`config.mk`:
```
export PLATFORM = sky130hd
export DESIGN_NAME = fetch_pc_gen_flat
export DESIGN_NICKNAME = d
export VERILOG_FILES = /design/src/rtl/fetch_pc_gen_pkg.sv /design/src/rtl/fetch_pc_gen_if.sv /design/src/rtl/fetch_pc_gen_redirect_buf.sv /design/src/rtl/fetch_pc_gen.sv /design/src/flat_wrapper.sv
export SDC_FILE = /design/constraint.sdc
export NUM_CORES = 1
export LEC_CHECK = 0
export CAP_MARGIN = 20
export CORE_MARGIN = 10
export CORE_UTILIZATION = 52
export CTS_CLUSTER_DIAMETER = 150
export CTS_CLUSTER_SIZE = 20
export DETAILED_ROUTE_END_ITERATION = 16
export PLACE_DENSITY = 0.87
export SYNTH_ARGS = -nofsm -noshare
export SYNTH_HDL_FRONTEND = slang
export SYNTH_HIERARCHICAL = 1
export SYNTH_SLANG_ARGS = --single-unit
```
`constraint.sdc`:
```
create_clock -name clk -period 3.8 [get_ports clk]
set_input_delay 0.76 -clock clk [delete_from_list [all_inputs] [get_ports clk]]
set_output_delay 0.76 -clock clk [all_outputs]
set_load 0.01 [all_outputs]
```
`src/rtl/fetch_pc_gen_pkg.sv`:
```
// Shared definitions for the instruction-fetch PC generator: fetch-group
// defaults, the FSM state set and the per-slot valid-mask helper.
package if_pkg;

   // Default number of instructions fetched per group (legal: 1, 2, 4)
   localparam int FETCH_W_DEFAULT = 2;

   // Default first fetch address after reset
   localparam logic [31:0] RESET_PC_DEFAULT = 32'h1c000000;

   // Fetch FSM states
   typedef enum logic [1:0] {
      BOOT    = 2'd0,
      RUN     = 2'd1,
      HOLD    = 2'd2,
      HOLD_RD = 2'd3
   } fetch_state_e;

   // Valid mask for a group entered at pc: slots from pc's slot up to the
   // last slot of the group are live, earlier slots are skipped. Returned
   // at the maximum group width; callers keep the low fetch_w bits.
   function automatic logic [3:0] slot_mask(input logic [31:0] pc, input int fetch_w);
      logic [31:0] word_idx;
      int          slot;
      logic [3:0]  mask;
      word_idx = pc >> 2;
      slot     = (fetch_w > 1) ? int'(word_idx & 32'(fetch_w - 1)) : 0;
      mask     = 4'b0000;
      for (int i = 0; i < 4; i++) begin
         mask[i] = (i < fetch_w) && (i >= slot);
      end
      return mask;
   endfunction

endpackage

```
`src/rtl/fetch_pc_gen_if.sv`:
```
// Bundle of the fetch PC generator's request and result signals.
// master: the PC generator itself; slave: the surrounding pipeline.
interface fetch_pc_gen_if
   import if_pkg::*;
#(
   parameter int FETCH_W = FETCH_W_DEFAULT
) ();

   logic [31:0]        pc_predict;
   logic               pred_valid;
   logic [31:0]        pc_BR;
   logic               EX_BR;
   logic [31:0]        pc_ID;
   logic               ID_BR;
   logic               stall_ICache;
   logic               stall_full_instr;
   logic [31:0]        pc_IF1;
   logic               is_valid;
   logic [FETCH_W-1:0] valid_mask;
   logic               exc_adef;

   modport master (
      input  pc_predict, pred_valid,
      input  pc_BR, EX_BR,
      input  pc_ID, ID_BR,
      input  stall_ICache, stall_full_instr,
      output pc_IF1, is_valid, valid_mask, exc_adef
   );

   modport slave (
      output pc_predict, pred_valid,
      output pc_BR, EX_BR,
      output pc_ID, ID_BR,
      output stall_ICache, stall_full_instr,
      input  pc_IF1, is_valid, valid_mask, exc_adef
   );

endinterface

```
`src/rtl/fetch_pc_gen_redirect_buf.sv`:
```
// One-entry store for a redirect (EX or ID) that arrives while fetch is
// held. An EX redirect always wins the entry; an ID redirect may only
// replace an older ID redirect. The entry is dropped on the first cycle
// fetch is allowed to move, since that cycle uses it (or something newer).
module pc_redirect_buf (
   input  logic        clk,
   input  logic        rstn,
   input  logic        hold,
   input  logic        ex_br,
   input  logic [31:0] pc_br,
   input  logic        id_br,
   input  logic [31:0] pc_id,
   output logic        pend_valid,
   output logic [31:0] pend_pc
);

   logic pend_is_ex;

   // Capture redirects while held, keep the older EX over a newer ID, drop on release
   always_ff @(posedge clk) begin
      if (!rstn) begin
         pend_valid <= 1'b0;
         pend_is_ex <= 1'b0;
         pend_pc    <= 32'h0;
      end else if (hold) begin
         if (ex_br) begin
            pend_valid <= 1'b1;
            pend_is_ex <= 1'b1;
            pend_pc    <= pc_br;
         end else if (id_br && !(pend_valid && pend_is_ex)) begin
            pend_valid <= 1'b1;
            pend_is_ex <= 1'b0;
            pend_pc    <= pc_id;
         end
      end else begin
         pend_valid <= 1'b0;
         pend_is_ex <= 1'b0;
      end
   end

endmodule

```
`src/rtl/fetch_pc_gen.sv`:
```
// Instruction-fetch PC generator. Each cycle fetch is not stalled it
// emits the next fetch-group PC chosen from EX redirect, a redirect held
// over from a stall, ID redirect, the predictor, or the next sequential
// group, together with a per-slot valid mask.
// Optional feature macro FETCH_PC_ADEF_CHECK_EN: when defined, misaligned
// targets are emitted as-is and flagged with exc_adef; otherwise the low
// two address bits are cleared and exc_adef is always 0.
module fetch_pc_gen
   import if_pkg::*;
#(
   parameter int          FETCH_W  = FETCH_W_DEFAULT,
   parameter logic [31:0] RESET_PC = RESET_PC_DEFAULT
) (
   input  logic           clk,
   input  logic           rstn,
   fetch_pc_gen_if.master bus
);

   localparam logic [1:0]  ST_BOOT     = BOOT;
   localparam logic [1:0]  ST_RUN      = RUN;
   localparam logic [1:0]  ST_HOLD     = HOLD;
   localparam logic [1:0]  ST_HOLD_RD  = HOLD_RD;
   localparam logic [31:0] GROUP_BYTES = 32'(4 * FETCH_W);

   logic               stall;
   logic [1:0]         state;
   logic [1:0]         state_n;
   logic [31:0]        pc_n;
   logic               valid_n;
   logic [FETCH_W-1:0] mask_n;
   logic               exc_n;
   logic [31:0]        target;
   logic [31:0]        seq_pc;
   logic [3:0]         full_mask;
   logic               pend_valid;
   logic [31:0]        pend_pc;

   assign stall  = bus.stall_ICache | bus.stall_full_instr;
   assign seq_pc = (bus.pc_IF1 & ~(GROUP_BYTES - 32'd1)) + GROUP_BYTES;

   pc_redirect_buf u_redirect_buf (
      .clk        (clk),
      .rstn       (rstn),
      .hold       (stall),
      .ex_br      (bus.EX_BR),
      .pc_br      (bus.pc_BR),
      .id_br      (bus.ID_BR),
      .pc_id      (bus.pc_ID),
      .pend_valid (pend_valid),
      .pend_pc    (pend_pc)
   );

   // Pick the next fetch target by redirect priority; BOOT stands in for the predictor/sequential path with RESET_PC
   always_comb begin
      target = seq_pc;
      if (bus.EX_BR) begin
         target = bus.pc_BR;
      end else if (pend_valid) begin
         target = pend_pc;
      end else if (bus.ID_BR) begin
         target = bus.pc_ID;
      end else if (state == ST_BOOT) begin
         target = RESET_PC;
      end else if (bus.pred_valid) begin
         target = bus.pc_predict;
      end
   end

   // Next-state and next-output decode. A stall in BOOT without a redirect stays in BOOT so the RESET_PC group is still emitted later
   always_comb begin
      state_n   = state;
      pc_n      = bus.pc_IF1;
      valid_n   = 1'b0;
      mask_n    = '0;
      exc_n     = 1'b0;
      full_mask = 4'b0000;
      if (stall) begin
         if (pend_valid || bus.EX_BR || bus.ID_BR) begin
            state_n = ST_HOLD_RD;
         end else if (state == ST_BOOT) begin
            state_n = ST_BOOT;
         end else begin
            state_n = ST_HOLD;
         end
      end else begin
         state_n = ST_RUN;
         valid_n = 1'b1;
`ifdef FETCH_PC_ADEF_CHECK_EN
         pc_n = target;
         if (target[1:0] != 2'b00) begin
            exc_n = 1'b1;
         end else begin
            full_mask = slot_mask(target, FETCH_W);
            mask_n    = full_mask[FETCH_W-1:0];
         end
`else
         pc_n      = target & ~32'h3;
         full_mask = slot_mask(pc_n, FETCH_W);
         mask_n    = full_mask[FETCH_W-1:0];
`endif
      end
   end

   // Register the FSM state and all fetch outputs
   always_ff @(posedge clk) begin
      if (!rstn) begin
         state          <= ST_BOOT;
         bus.pc_IF1     <= RESET_PC;
         bus.is_valid   <= 1'b0;
         bus.valid_mask <= '0;
         bus.exc_adef   <= 1'b0;
      end else begin
         state          <= state_n;
         bus.pc_IF1     <= pc_n;
         bus.is_valid   <= valid_n;
         bus.valid_mask <= mask_n;
         bus.exc_adef   <= exc_n;
      end
   end

endmodule

```
`src/flat_wrapper.sv`:
```
// flat-port wrapper written by rule: the top's interface ports become plain ports
module fetch_pc_gen_flat import if_pkg::*;
#(
   parameter int          FETCH_W  = FETCH_W_DEFAULT,
   parameter logic [31:0] RESET_PC = RESET_PC_DEFAULT
)
  (clk, rstn, bus_pc_predict, bus_pred_valid, bus_pc_BR, bus_EX_BR, bus_pc_ID, bus_ID_BR, bus_stall_ICache, bus_stall_full_instr, bus_pc_IF1, bus_is_valid, bus_valid_mask, bus_exc_adef);
  fetch_pc_gen_if #(.FETCH_W(FETCH_W)) bus_i ();
  input  logic clk;
  input  logic rstn;
  input wire logic [$bits(bus_i.pc_predict)-1:0] bus_pc_predict;
  input wire logic [$bits(bus_i.pred_valid)-1:0] bus_pred_valid;
  input wire logic [$bits(bus_i.pc_BR)-1:0] bus_pc_BR;
  input wire logic [$bits(bus_i.EX_BR)-1:0] bus_EX_BR;
  input wire logic [$bits(bus_i.pc_ID)-1:0] bus_pc_ID;
  input wire logic [$bits(bus_i.ID_BR)-1:0] bus_ID_BR;
  input wire logic [$bits(bus_i.stall_ICache)-1:0] bus_stall_ICache;
  input wire logic [$bits(bus_i.stall_full_instr)-1:0] bus_stall_full_instr;
  output wire logic [$bits(bus_i.pc_IF1)-1:0] bus_pc_IF1;
  output wire logic [$bits(bus_i.is_valid)-1:0] bus_is_valid;
  output wire logic [$bits(bus_i.valid_mask)-1:0] bus_valid_mask;
  output wire logic [$bits(bus_i.exc_adef)-1:0] bus_exc_adef;
  assign bus_i.pc_predict = bus_pc_predict;
  assign bus_i.pred_valid = bus_pred_valid;
  assign bus_i.pc_BR = bus_pc_BR;
  assign bus_i.EX_BR = bus_EX_BR;
  assign bus_i.pc_ID = bus_pc_ID;
  assign bus_i.ID_BR = bus_ID_BR;
  assign bus_i.stall_ICache = bus_stall_ICache;
  assign bus_i.stall_full_instr = bus_stall_full_instr;
  assign bus_pc_IF1 = bus_i.pc_IF1;
  assign bus_is_valid = bus_i.is_valid;
  assign bus_valid_mask = bus_i.valid_mask;
  assign bus_exc_adef = bus_i.exc_adef;
  fetch_pc_gen #(.FETCH_W(FETCH_W), .RESET_PC(RESET_PC)) u_core (.clk(clk), .rstn(rstn), .bus(bus_i));
endmodule
```
==> out/metrics.cfg <==
[place]
placed_area_um2=5800
place_hpwl_um=12100
dp_cells=778
gp_congestion=0.911
portBuffers=129

[floorplan]
dieArea_um2=12900
die_h_um=114
core_area_um2=8640
die_x_um=114
row_count=34
start_util=0.528
ioPinCount=139

[sta]
finalMaxSlewViolations=0
hold_viol=0
slew_headroom=0.348
min_period_ns=2.72
setup_tns_ns=0
worst_pin_slew_ns=0.978
rsz0062_at_grt=no
fin_skew_ns=0.00827
finalCritPeriodShare=0.715
setup_viol_count_final=0
holdWs_ns=0.533
max_freq_mhz=368

[cts]
cts.path.max_buffers=2
ctsHtreeMaxLevel=3
cts.reportedPaths.clkPinSlew_ns=0.07
cts_tree=yes
postCtsSetupBuffers=0
cts_hold_buf=0
numCtsBuffers=9
clock-sinks=67
cts_resized=0
cts-root-buf=clkbuf_8
clkLatencyLatePin_ns=0.34

[pwr]
p_per_area_nw_per_um2=313
ir_drop_mv=0.160
p_leak_nw=2.20

[finish]
post-route-util=0.693
seqCellArea_um2=1340
area_delta_synth_final_pct=31.2
antenna_cells=0
nNetsFinal=785
drive_gt1_frac=0.0701
fillCellCount=706
instances_no_fill=793
stdcell_area_um2=5980
multi_input_area_um2=2780

[hold_path]
worstHoldStart=u_core/u_redirect_buf/pend_is_ex
worstHoldPathCells=2
min_to=u_core/u_redirect_buf/pend_is_ex
hp-class=flop to flop

[setup_path]
timing.rr.start=u_core/u_redirect_buf/pend_valid
crit_path_end_kind=flop
critical_path_arrival_ns=2.98
worstPathMaxFanout=14
worstSetupPathType=input port to flop
r2r_cells=5
cp_cell_sequence=clkdlybuf4s50_1, buf_4, o21bai_1, nor2_2, a221oi_1, a211o_1, a31oi_1
critPathSlowestCell=nor2_2
critPathLaunchType=input port
required_ns=4.06
cpPeakStageDelay_ns=0.55
r2r_setup_slack_ns=1.44
reg2reg_to=u_core/bus.pc_IF1[19]

[synth]
postSynthCellCount=582
syn_area_um2=4560
ys_warn_count=6
avgSynthCellArea_um2=7.83

[flow_run]
max_cap_viol_count=0

[detailed_routing]
ant_nets=0
vias=5582
avgViaCountPerCell=7.04
drt-pass1-iter-count=6
wirelength_um=17500
drc_errors=0
initialDrtViolationCount=773
wl_per_cell_um=22.1

[global_route]
grt_max_degree=64
grt_pass1_vias=5468
grt.total_usage=0.256
antenna_found_initial=0
grt_pass1_wl_um=27600
overflow=0

[status]
status=complete, no violations

==> stage by stage <==
| stage | power, mW | setup WS, ns |
|---|---|---|
| floorplan | 1.07 | 1.50 |
| CTS | 1.86 | 1.16 |
| global route | 1.94 | 0.976 |
| finish | 1.87 | 1.08 |
| detailed placement | 1.30 | 0.824 |
| global placement | 1.29 | 0.886 |
==> sequential cells by signal, indices dropped and copies added, names as in the netlist <==
register                          flops
u_core/bus.is_valid                   1
u_core/u_redirect_buf/pend_pc        30
u_core/state                          2
u_core/u_redirect_buf/pend_is_ex      1
u_core/bus.pc_IF1                    30
u_core/bus.valid_mask                 2
u_core/u_redirect_buf/pend_valid      1
==> cells in the final DEF (no fill, tap or decap), drive strengths merged, types with 8 or more instances in the layout <==
cell           count
nand3             11
o21ai             66
nand4              8
a31oi             35
o221a             34
and3              14
a21oi             28
nor2              31
dfxtp             67
o22ai             15
clkbuf            13
nor3              11
buf               17
inv               36
nand2             33
nor4               8
a221oi            13
clkdlybuf4s50    128
and4               8
==> area by class of cell <==
cell class / count / area share
Sequential cell: 67 / 0.224
Clock inverter: 2 / 0.00167
Inverter: 38 / 0.0238
Multi-Input combinational cell: 420 / 0.464
Tap cell: 108 / 0.0226
Timing Repair Buffer: 145 / 0.235
Clock buffer: 13 / 0.0282
==> worst max-delay path: cells and delay by family <==
kind	cells	cell delay [ns]
AND/OR/NAND/NOR	1	0.55
buffers and inverters	2	0.61
AO/OA/AOI/OAI	4	1.06
==> per-layer routing <==
layer  up-vias  GRT usage  share of wire
met5         -          0              0
met4         0      0.127          0.036
met3        88     0.0698           0.14
met2       497      0.405           0.46
met1      2547      0.313           0.37
li1       2450          -              -
==> where the power goes <==
| part | switching, mW | internal [mW] | total [mW] |
|---|---|---|---|
| Sequential | 0.0619 | 0.757 | 0.819 |
| Clock | 0.278 | 0.285 | 0.563 |
| Combinational | 0.247 | 0.243 | 0.491 |
==> how the worst max path moves through the flow <==
stage	from	endpoint	slack [ns]	depth (start not counted)
2_1_floorplan	bus_stall_full_instr	u_core/u_redirect_buf/pend_pc[10]	1.50	8
3_3_place_gp	bus_ID_BR	u_core/bus.valid_mask[0]	0.89	7
3_5_place_dp	bus_ID_BR	u_core/bus.valid_mask[0]	0.82	7
4_1_cts	bus_ID_BR	u_core/bus.pc_IF1[2]	1.16	7
5_1_grt	bus_ID_BR	u_core/bus.pc_IF1[2]	0.98	7
6_report	bus_ID_BR	u_core/bus.pc_IF1[2]	1.08	7
Note: power is estimated with default switching activity, not from simulation.
